## src/rtl/cla_pkg.sv

```systemverilog
// cla_pkg: shared nibble width, sequencer state encoding and index-width helper
package cla_pkg;
  localparam int NIBBLE_W = 4;
  typedef enum logic {IDLE, RUN} state_t;
  function automatic int idx_w(input int nib);
    return (nib > 1) ? $clog2(nib) : 1;
  endfunction
endpackage

```

## src/rtl/cla_seq_adder_if.sv

```systemverilog
// cla_seq_adder_if: request/result bundle of the sequential adder (overflow only with CLA_SEQ_OVF_EN)
interface cla_seq_adder_if #(parameter int WIDTH = 16);
  logic             start;
  logic [WIDTH-1:0] a;
  logic [WIDTH-1:0] b;
  logic             carry_start;
  logic [WIDTH-1:0] sum;
  logic             carry_out;
  logic             busy;
  logic             done;
`ifdef CLA_SEQ_OVF_EN
  logic             overflow;
`endif
  modport master (
    output start, a, b, carry_start,
`ifdef CLA_SEQ_OVF_EN
    input  overflow,
`endif
    input  sum, carry_out, busy, done
  );
  modport slave (
    input  start, a, b, carry_start,
`ifdef CLA_SEQ_OVF_EN
    output overflow,
`endif
    output sum, carry_out, busy, done
  );
endinterface

```

## src/rtl/cla_4bit.sv

```systemverilog
// cla_4bit: 4-bit carry-lookahead adder with fully expanded carry terms
module cla_4bit (
  input  logic [3:0] a,
  input  logic [3:0] b,
  input  logic       carry_start,
  output logic [3:0] sum,
  output logic       carry_out
);
  logic [3:0] g, p, c;
  assign g = a & b;
  assign p = a ^ b;
  assign c[0] = carry_start;
  assign c[1] = g[0] | (p[0] & carry_start);
  assign c[2] = g[1] | (p[1] & g[0]) | (p[1] & p[0] & carry_start);
  assign c[3] = g[2] | (p[2] & g[1]) | (p[2] & p[1] & g[0]) | (p[2] & p[1] & p[0] & carry_start);
  assign carry_out = g[3] | (p[3] & g[2]) | (p[3] & p[2] & g[1]) | (p[3] & p[2] & p[1] & g[0])
                   | (p[3] & p[2] & p[1] & p[0] & carry_start);
  assign sum = p ^ c;
endmodule

```

## src/rtl/cla_seq_adder.sv

```systemverilog
// cla_seq_adder: nibble-serial wide adder around one cla_4bit; signed overflow output with CLA_SEQ_OVF_EN
module cla_seq_adder import cla_pkg::*; #(
  parameter int WIDTH = 16
) (
  input logic            clk,
  input logic            rst_n,
  cla_seq_adder_if.slave bus
);
  localparam int NIB = WIDTH / NIBBLE_W;
  localparam int IW  = idx_w(NIB);
  state_t               state;
  logic [WIDTH-1:0]     a_q, b_q, sum_q;
  logic [IW-1:0]        idx;
  logic                 cy_q, cout_q, busy_q, done_q;
  logic [NIBBLE_W-1:0]  nib_sum;
  logic                 nib_cy;
  logic                 last;
  assign last = idx == IW'(NIB - 1);
  cla_4bit u_cla (
    .a           (a_q[int'(idx) * NIBBLE_W +: NIBBLE_W]),
    .b           (b_q[int'(idx) * NIBBLE_W +: NIBBLE_W]),
    .carry_start (cy_q),
    .sum         (nib_sum),
    .carry_out   (nib_cy)
  );
`ifdef CLA_SEQ_OVF_EN
  logic ovf_q;
  assign bus.overflow = ovf_q;
  // signed overflow judged from the latched operand signs and the final sum MSB
  always_ff @(posedge clk or negedge rst_n)
    if (!rst_n) ovf_q <= 1'b0;
    else if (state == RUN && last)
      ovf_q <= (a_q[WIDTH-1] == b_q[WIDTH-1]) && (nib_sum[NIBBLE_W-1] != a_q[WIDTH-1]);
`endif
  // sequencer: latch on accept, then one nibble per edge with the carry rippling through cy_q
  always_ff @(posedge clk or negedge rst_n)
    if (!rst_n) begin
      state  <= IDLE;
      a_q    <= '0;
      b_q    <= '0;
      sum_q  <= '0;
      idx    <= '0;
      cy_q   <= 1'b0;
      cout_q <= 1'b0;
      busy_q <= 1'b0;
      done_q <= 1'b0;
    end else begin
      done_q <= 1'b0;
      if (state == IDLE) begin
        if (bus.start) begin
          a_q    <= bus.a;
          b_q    <= bus.b;
          cy_q   <= bus.carry_start;
          idx    <= '0;
          busy_q <= 1'b1;
          state  <= RUN;
        end
      end else begin
        sum_q[int'(idx) * NIBBLE_W +: NIBBLE_W] <= nib_sum;
        cy_q <= nib_cy;
        idx  <= idx + 1'b1;
        if (last) begin
          cout_q <= nib_cy;
          done_q <= 1'b1;
          busy_q <= 1'b0;
          state  <= IDLE;
        end
      end
    end
  assign bus.sum       = sum_q;
  assign bus.carry_out = cout_q;
  assign bus.busy      = busy_q;
  assign bus.done      = done_q;
endmodule
```

## src/flat_wrapper.sv

```systemverilog
// flat-port wrapper written by rule: the top's interface ports become plain ports
module cla_seq_adder_flat import cla_pkg::*;
#(
  parameter int WIDTH = 16
)
  (clk, rst_n, bus_start, bus_a, bus_b, bus_carry_start, bus_sum, bus_carry_out, bus_busy, bus_done);
  cla_seq_adder_if #(.WIDTH(WIDTH)) bus_i ();
  input logic clk;
  input logic rst_n;
  input wire logic [$bits(bus_i.start)-1:0] bus_start;
  input wire logic [$bits(bus_i.a)-1:0] bus_a;
  input wire logic [$bits(bus_i.b)-1:0] bus_b;
  input wire logic [$bits(bus_i.carry_start)-1:0] bus_carry_start;
  output wire logic [$bits(bus_i.sum)-1:0] bus_sum;
  output wire logic [$bits(bus_i.carry_out)-1:0] bus_carry_out;
  output wire logic [$bits(bus_i.busy)-1:0] bus_busy;
  output wire logic [$bits(bus_i.done)-1:0] bus_done;
  assign bus_i.start = bus_start;
  assign bus_i.a = bus_a;
  assign bus_i.b = bus_b;
  assign bus_i.carry_start = bus_carry_start;
  assign bus_sum = bus_i.sum;
  assign bus_carry_out = bus_i.carry_out;
  assign bus_busy = bus_i.busy;
  assign bus_done = bus_i.done;
  cla_seq_adder #(.WIDTH(WIDTH)) u_core (.clk(clk), .rst_n(rst_n), .bus(bus_i));
endmodule
```

## config.mk

```make
export PLATFORM = sky130hd
export DESIGN_NAME = cla_seq_adder_flat
export DESIGN_NICKNAME = d
export VERILOG_FILES = /design/src/rtl/cla_pkg.sv /design/src/rtl/cla_seq_adder_if.sv /design/src/rtl/cla_4bit.sv /design/src/rtl/cla_seq_adder.sv /design/src/flat_wrapper.sv
export SDC_FILE = /design/constraint.sdc
export NUM_CORES = 1
export LEC_CHECK = 0
export CAP_MARGIN = 20
export CORE_ASPECT_RATIO = 1.75
export CORE_MARGIN = 2
export CORE_UTILIZATION = 46
export DETAILED_ROUTE_END_ITERATION = 8
export PLACE_DENSITY_LB_ADDON = 0.2
export SYNTH_ARGS = -nofsm -noshare
export SYNTH_HDL_FRONTEND = slang
export SYNTH_HIERARCHICAL = 1
export SYNTH_SLANG_ARGS = --single-unit
```

## constraint.sdc

```tcl
create_clock -name clk -period 2.5 [get_ports clk]
set_input_delay 0.5 -clock clk [delete_from_list [all_inputs] [get_ports clk]]
set_output_delay 0.5 -clock clk [all_outputs]
set_load 0.01 [all_outputs]
```

==> results.ini, run 1 <==
[status]
outcome = completed

[finish]
layout-drive-gt1-share_pct = 24.4
final_common_cell = dfrtp_1
nFillCells = 479
layout.cells.non_filler = 320
nets = 289
syn2layout_area_growth_pct = 27.2
mostFrequentLayoutCells = dfrtp_1 (54), clkdlybuf4s50_1 (53), mux2_4 (29)
antennaDiodeCount = 0

[power]
powerDensity_nw_per_um2 = 1460
finalPower_mw = 5.05
p_comb_share_pct = 59.0
power_frac_clock_pct = 9.1
seq_power_share_pct = 31.9
max-vdd-ir-drop_uv = 699
swShare_pct = 37.5
intPower_mw = 3.15
p_switching_mw = 1.89
p_leak_nw = 1.50

[yosys]
syn_area_um2 = 2730
postSynthNetCount = 230
post_synth_fa_ha_maj_area_fraction_pct = 5.32
synthCells = 183
synth.mux.area_fraction_pct = 25.7
synth_cell_types = 33
synth_top_family_by_area = multiplexers
avgSynthCellArea_um2 = 14.9
synth_compound_area_share_pct = 6.88
ys_warn_count = 6
yosys.area_share.xor_xnor_pct = 0.964
yosysSeqAreaShare_pct = 50.5
synth-seq-cells = 55
synth-simple-area-share_pct = 6.75

[floorplan]
fp.dieH_um = 106
io_pins = 55
rows = 37
die_area_um2 = 6580
start_util_pct = 47.1
die_w_um = 62.2
core_area_um2 = 5790

[run]
cap_violations = 0

[detailed_routing]
wirelength_mm = 5.30
dr.pass1.iters = 5
vias = 1700
wl_per_cell_um = 16.6
postRouteAntennaNets = 0
first_iter_violations = 104
drc = 0
avgViaCountPerCell = 5.31

[clock_tree]
clk_pin_slew_ps = 90
ctsHtreeMaxLevel = 2
root_buffer = clkbuf_8
cts_buffers = 5
insertion_delay_ps = 300
cts_tree = done
cts_hold_buf = 0
cts.sinks = 55
cts.path.max_buffers = 2

[grt]
grt_pass1_vias = 1899
antenna_found_initial = 0
grt_max_degree = 34
grt-ovfl-total = 0
grt_pass1_wl_mm = 9.11
track_usage_pct = 17.8

[sta]
slew_headroom_pct = 60.1
worstMarginPinSlew_ps = 598
finalCriticalPeriod_ps = 2440
post-route-period-util_pct = 97.7
fmax_mhz = 410
grt_setup_unrepaired = yes
slew_violations = 0
hold_viol = 0
fin_skew_ps = 7.31
setup_viol = 0

[worst_setup_path]
end_kind = register
path_class = reg2reg
critPathArrivalTime_ps = 2640
critPathSlowestCell = mux4_2
cpPeakStageDelay_ps = 570
path_max_fanout = 7
crit_chain = mux4_2 -> ha_4 -> a21o_1 -> a31o_1 -> xor2_2 -> and4b_1 -> mux2_2
start_kind = register
required_ps = 2700

[min_path]
hold_path.class = in2async

[place]
hpwl_mm = 4.04
gp_congestion = 0.852
io_buffers = 54
dp_cells = 313

## final timing paths
path                                from                  to  slack, ps  depth (start not counted)
min reg2reg                u_core/b_q[2]       u_core/b_q[2]        490                          1
max reg2reg                u_core/idx[0]   u_core/bus.sum[7]         60                          7
max in group asynchronous          rst_n      u_core/b_q[12]       1680                          2
min                                rst_n  u_core/bus.sum[12]        190                          1
max                        u_core/idx[0]   u_core/bus.sum[7]         60                          7
min in group clk           u_core/b_q[2]       u_core/b_q[2]        490                          1
## timing repair
item,in CTS,in global routing
hold endpoints to repair,0,0
endpoints found under the setup margin,0,4
gates resized for setup,0,2
setup buffers,0,0
## cell families after synthesis
| family | after synthesis |
|---|---|
| AND/OR/NAND/NOR | 30 |
| multiplexers | 44 |
| buffers and inverters | 17 |
| XOR/XNOR | 3 |
| AO/OA/AOI/OAI | 23 |
| flip-flops | 55 |
| adder cells (fa/ha/maj) | 11 |
## sequential cells by signal, summed over array words and instances (netlist names)
signal                flops
u_core/bus.busy           1
u_core/a_q               16
u_core/state              1
u_core/idx                2
u_core/bus.carry_out      1
u_core/bus.done           1
u_core/bus.sum           16
u_core/b_q               16
u_core/cy_q               1
## cell usage after synthesis
master	instances	area share, %
mux4_2	6	5.0
nand4b_1	3	0.96
buf_2	4	0.73
o21a_1	1	0.28
a31o_1	1	0.32
and4b_1	1	0.37
mux2_1	5	2.1
nand4bb_1	1	0.41
nor2_1	2	0.28
dfrtp_1	55	50
or4b_4	1	0.50
inv_2	2	0.28
buf_6	5	2.1
ha_1	10	4.6
or3b_1	1	0.32
a21oi_1	1	0.18
inv_1	5	0.69
nor2b_2	1	0.32
nand2_1	7	0.96
o31ai_1	1	0.28
mux2_2	1	0.41
mux4_1	2	1.9
xor2_1	1	0.32
fa_1	1	0.73
mux2_4	29	16
xnor2_1	2	0.64
o21ai_1	1	0.18
or3b_4	1	0.41
a21o_1	3	0.83
o2bb2ai_1	15	4.8
mux2i_1	1	0.37
nand3_1	12	2.2
buf_1	1	0.14
## final cells by class
type                    count  area, um^2  share of cell area, %
well taps                  78        97.6                   2.81
flip-flops and latches     55        1380                   39.7
inverters                   7        26.3                  0.758
multi-input cells         111        1280                   37.0
repair buffers             62         608                   17.5
clock buffers               7        76.3                   2.20
## through the flow
| step | utilization (%) | hold slack (ps) | setup TNS [ps] | cell area, um^2 | setup WS [ps] |
|---|---|---|---|---|---|
| 6_report | 59.9 | 194 | 0 | 3470 | 58.6 |
| 3_5_place_dp | 58.2 | 473 | 0 | 3370 | 36.2 |
| 5_1_grt | 59.9 | 228 | -55.8 | 3470 | -55.8 |
| 3_3_place_gp | 58.2 | 468 | 0 | 3370 | 83.8 |
| 4_1_cts | 59.6 | 216 | 0 | 3450 | 16.6 |
| 2_1_floorplan | - | 204 | 0 | 2740 | 25.7 |
## power groups by stage
stage / Combinational (mW) / Clock [mW] / Sequential [mW]
after floorplan: 2.00 / 0 / 1.55
after global placement: 2.84 / 0 / 1.63
after detailed placement: 2.89 / 0 / 1.64
after CTS: 2.91 / 0.481 / 1.63
after global routing: 3.23 / 0.519 / 1.68
final: 2.98 / 0.457 / 1.61
## routing by layer
layer	routed length [um]	vias to the layer above	GRT usage [%]
li1	-	783	-
met4	156	0	8.10
met1	1930	861	20.0
met5	0	-	0
met2	3050	43	32.2
met3	164	13	3.63
## critical path, delay by kind of cell, from the launching register on
kind                       cells  cell delay (ps)
muxes                          2              820
xor gates and xnor gates       1              170
and+or+nand+nor                1              180
adders and majority gates      1              270
DFF                            1              480
AOI/OAI and AO/OA              2              400
Power figures use the tool's default switching activity.
==> inputs of run 2 (changes only) <==
- clock period: 2.5 -> 2.1 ns (I/O delays scaled with it)
==> run 2 against run 1 <==
- the flow now finishes with violations (setup timing)
- critical path depth did not move
- register-to-register slack got worse by 370 ps
- count of clock-buffer cells in the layout did not move
- sequential power rose by 20%
- sequential cell count did not move
- critical endpoint unchanged
- largest cell class is now multi-input gates
==> results.ini, run 2 (synthesis results as in run 1) <==
[detailed_routing]
dr.pass1.iters = 4  ; -1
first_iter_violations = 73  ; -30%
avgViaCountPerCell = 5.12  ; -3.7%
wirelength_mm = 5.77  ; +8.9%
vias = 1776  ; +4.5%
wl_per_cell_um = 16.6  ; +0.40%
drc = 0  ; unchanged
postRouteAntennaNets = 0  ; unchanged

[floorplan]
core_area_um2 = 5790  ; unchanged
io_pins = 55  ; unchanged
die_w_um = 62.2  ; unchanged
start_util_pct = 47.1  ; unchanged
rows = 37  ; unchanged
die_area_um2 = 6580  ; unchanged
fp.dieH_um = 106  ; unchanged

[sta]
setup_viol = 14  ; +14
post-route-period-util_pct = 115  ; +17 points
hold_viol = 0  ; unchanged
slew_violations = 0  ; unchanged
slew_headroom_pct = 69.0  ; +8.9 points
grt_setup_unrepaired = yes
fmax_mhz = 415  ; +1.3%
finalCriticalPeriod_ps = 2410  ; -31.0 ps
hold_ws_ps = 28.9  ; -165 ps
setup_ws_ps = -310  ; -369 ps
fin_setup_tns_ps = -2870  ; -2870 ps
fin_skew_ps = 14.8  ; +7.46 ps
worstMarginPinSlew_ps = 465  ; -133 ps

[worst_setup_path]
crit_chain = mux4_2 -> ha_4 -> a21o_1 -> a31o_1 -> xor2_1 -> and4b_1 -> mux2_2
path_class = reg2reg
r2r-start = u_core/idx[0]
crit_buf_inv = 0  ; unchanged
rr_endpoint = u_core/bus.sum[7]
end_kind = register
path_max_fanout = 6  ; -1
rr_worst_depth = 7  ; unchanged
cpPeakStageDelay_ps = 560  ; about the same
r2r_setup_slack_ps = -310  ; -370 ps
path_delay_family = multiplexers
start_kind = register
critPathArrivalTime_ps = 2630  ; about the same
required_ps = 2320  ; -380 ps
critPathSlowestCell = mux4_2

[finish]
layout-drive-gt1-share_pct = 40.5  ; +16 points
syn2layout_area_growth_pct = 41.0
nets = 315  ; +9.0%
mostFrequentLayoutCells = clkdlybuf4s50_1 (53), dfrtp_1 (53), mux2_4 (30)
antennaDiodeCount = 0  ; unchanged
fin_util_pct = 66.4  ; +6.5 points
nFillCells = 453  ; -5.4%

[clock_tree]
cts.sinks = 55  ; unchanged
cts_tree = done
root_buffer = clkbuf_8
cts.path.max_buffers = 2  ; unchanged
insertion_delay_ps = 320  ; +20 ps
cts_buffers = 5  ; unchanged
clk_pin_slew_ps = 100  ; about the same
ctsHtreeMaxLevel = 2  ; unchanged

[grt]
grt-ovfl-total = 0  ; unchanged
grt_pass1_wl_mm = 9.64  ; +5.8%
track_usage_pct = 19.4  ; +1.6 points
grt_pass1_vias = 1975  ; +4.0%
antenna_found_initial = 0  ; unchanged
grt_max_degree = 34  ; unchanged

[power]
p_leak_nw = 1.67  ; +12%
max-vdd-ir-drop_uv = 917  ; +31%
finalPower_mw = 7.63  ; +51%
powerDensity_nw_per_um2 = 1990  ; +36%

[status]
outcome = finished, violations left
violations = setup timing

[place]
gp_congestion = 0.846  ; -0.66%
io_buffers = 54  ; unchanged
hpwl_mm = 4.18  ; +3.6%

[min_path]
hold_path.class = in2async

[run]
cap_violations = 0  ; unchanged

==> run 2: cell types whose count changed in the layout (fill, tap and decap cells not counted), moves of 2 or more <==
cell,change
inv_1,-2
nand3_2,+6
nand3_1,-7
buf_6,+2
buf_12,+3
mux4_2,+2
xnor2_2,+2
mux4_1,-2
o2bb2ai_1,-6
buf_4,+21
xnor2_1,-2
inv_2,+2
o2bb2ai_2,+5
==> run 2: routing by layer <==
metal	GRT usage [%]	wire length [um]	vias up
met1	20.7	2120	885
met4	10.0	194	0
met3	3.84	162	11
li1	-	-	842
met2	35.8	3290	38
met5	0	0	-
==> run 2: metrics by stage <==
stage / setup slack (ps) / area (um^2) / std cells
global placement: -285 / 3540 / 334
CTS: -328 / 3740 / 344
detailed placement: -329 / 3540 / 334
global route: -415 / 3840 / 347
finish: -310 / 3840 / 347
floorplan: -374 / 2740 / 183
==> run 2: worst max path at each step <==
stage                        startpoint                 to  slack (ps)  cells after the start
final                     u_core/idx[0]  u_core/bus.sum[7]        -310                      7
after floorplan           u_core/idx[0]  u_core/bus.sum[7]        -370                      8
after global routing      u_core/idx[0]  u_core/bus.sum[7]        -410                      7
after detailed placement  u_core/idx[0]  u_core/bus.sum[7]        -330                      7
after global placement    u_core/idx[0]  u_core/bus.sum[7]        -280                      7
after CTS                 u_core/idx[0]  u_core/bus.sum[7]        -330                      7
==> run 2: cell type report <==
cell class	count	area, um^2	share of cell area (%)
inverter	7	26.3	0.684
sequential	55	1380	35.9
multi-input combinational	111	1400	36.5
clock inverter	1	5.00	0.130
timing repair buffer	88	848	22.1
tap	78	97.6	2.54
clock buffer	7	86.3	2.25
==> run 2: power by group <==
part / internal (mW) / switching (mW) / leakage (nW) / total [mW]
clock: 0.267 / 0.345 / 0.0482 / 0.612
sequential: 1.56 / 0.379 / 0.682 / 1.93
combinational: 2.96 / 2.13 / 0.944 / 5.08
total: 4.78 / 2.85 / 1.67 / 7.63
==> run 2: repair_timing <==
item | CTS | global route
gates resized for setup | 17 | 12
endpoints found under the setup margin | 14 | 16
buffers inserted | 2 | 3
pin swaps | 18 | 11
hold buffers | 0 | 0
==> run 2: worst reg2reg max path, cell delays in order (launching register included) <==
cell and delay (ps):
dfrtp_2 490, mux4_2 560, ha_4 260, a21o_1 180, a31o_1 220, xor2_1 170, and4b_1 180, mux2_2 250
==> inputs of run 3 (changes only) <==
- SLEW_MARGIN: default -> 20
==> results of run 3 <==
Same layout as run 2: the final DEF is identical, and so are final timing and power.
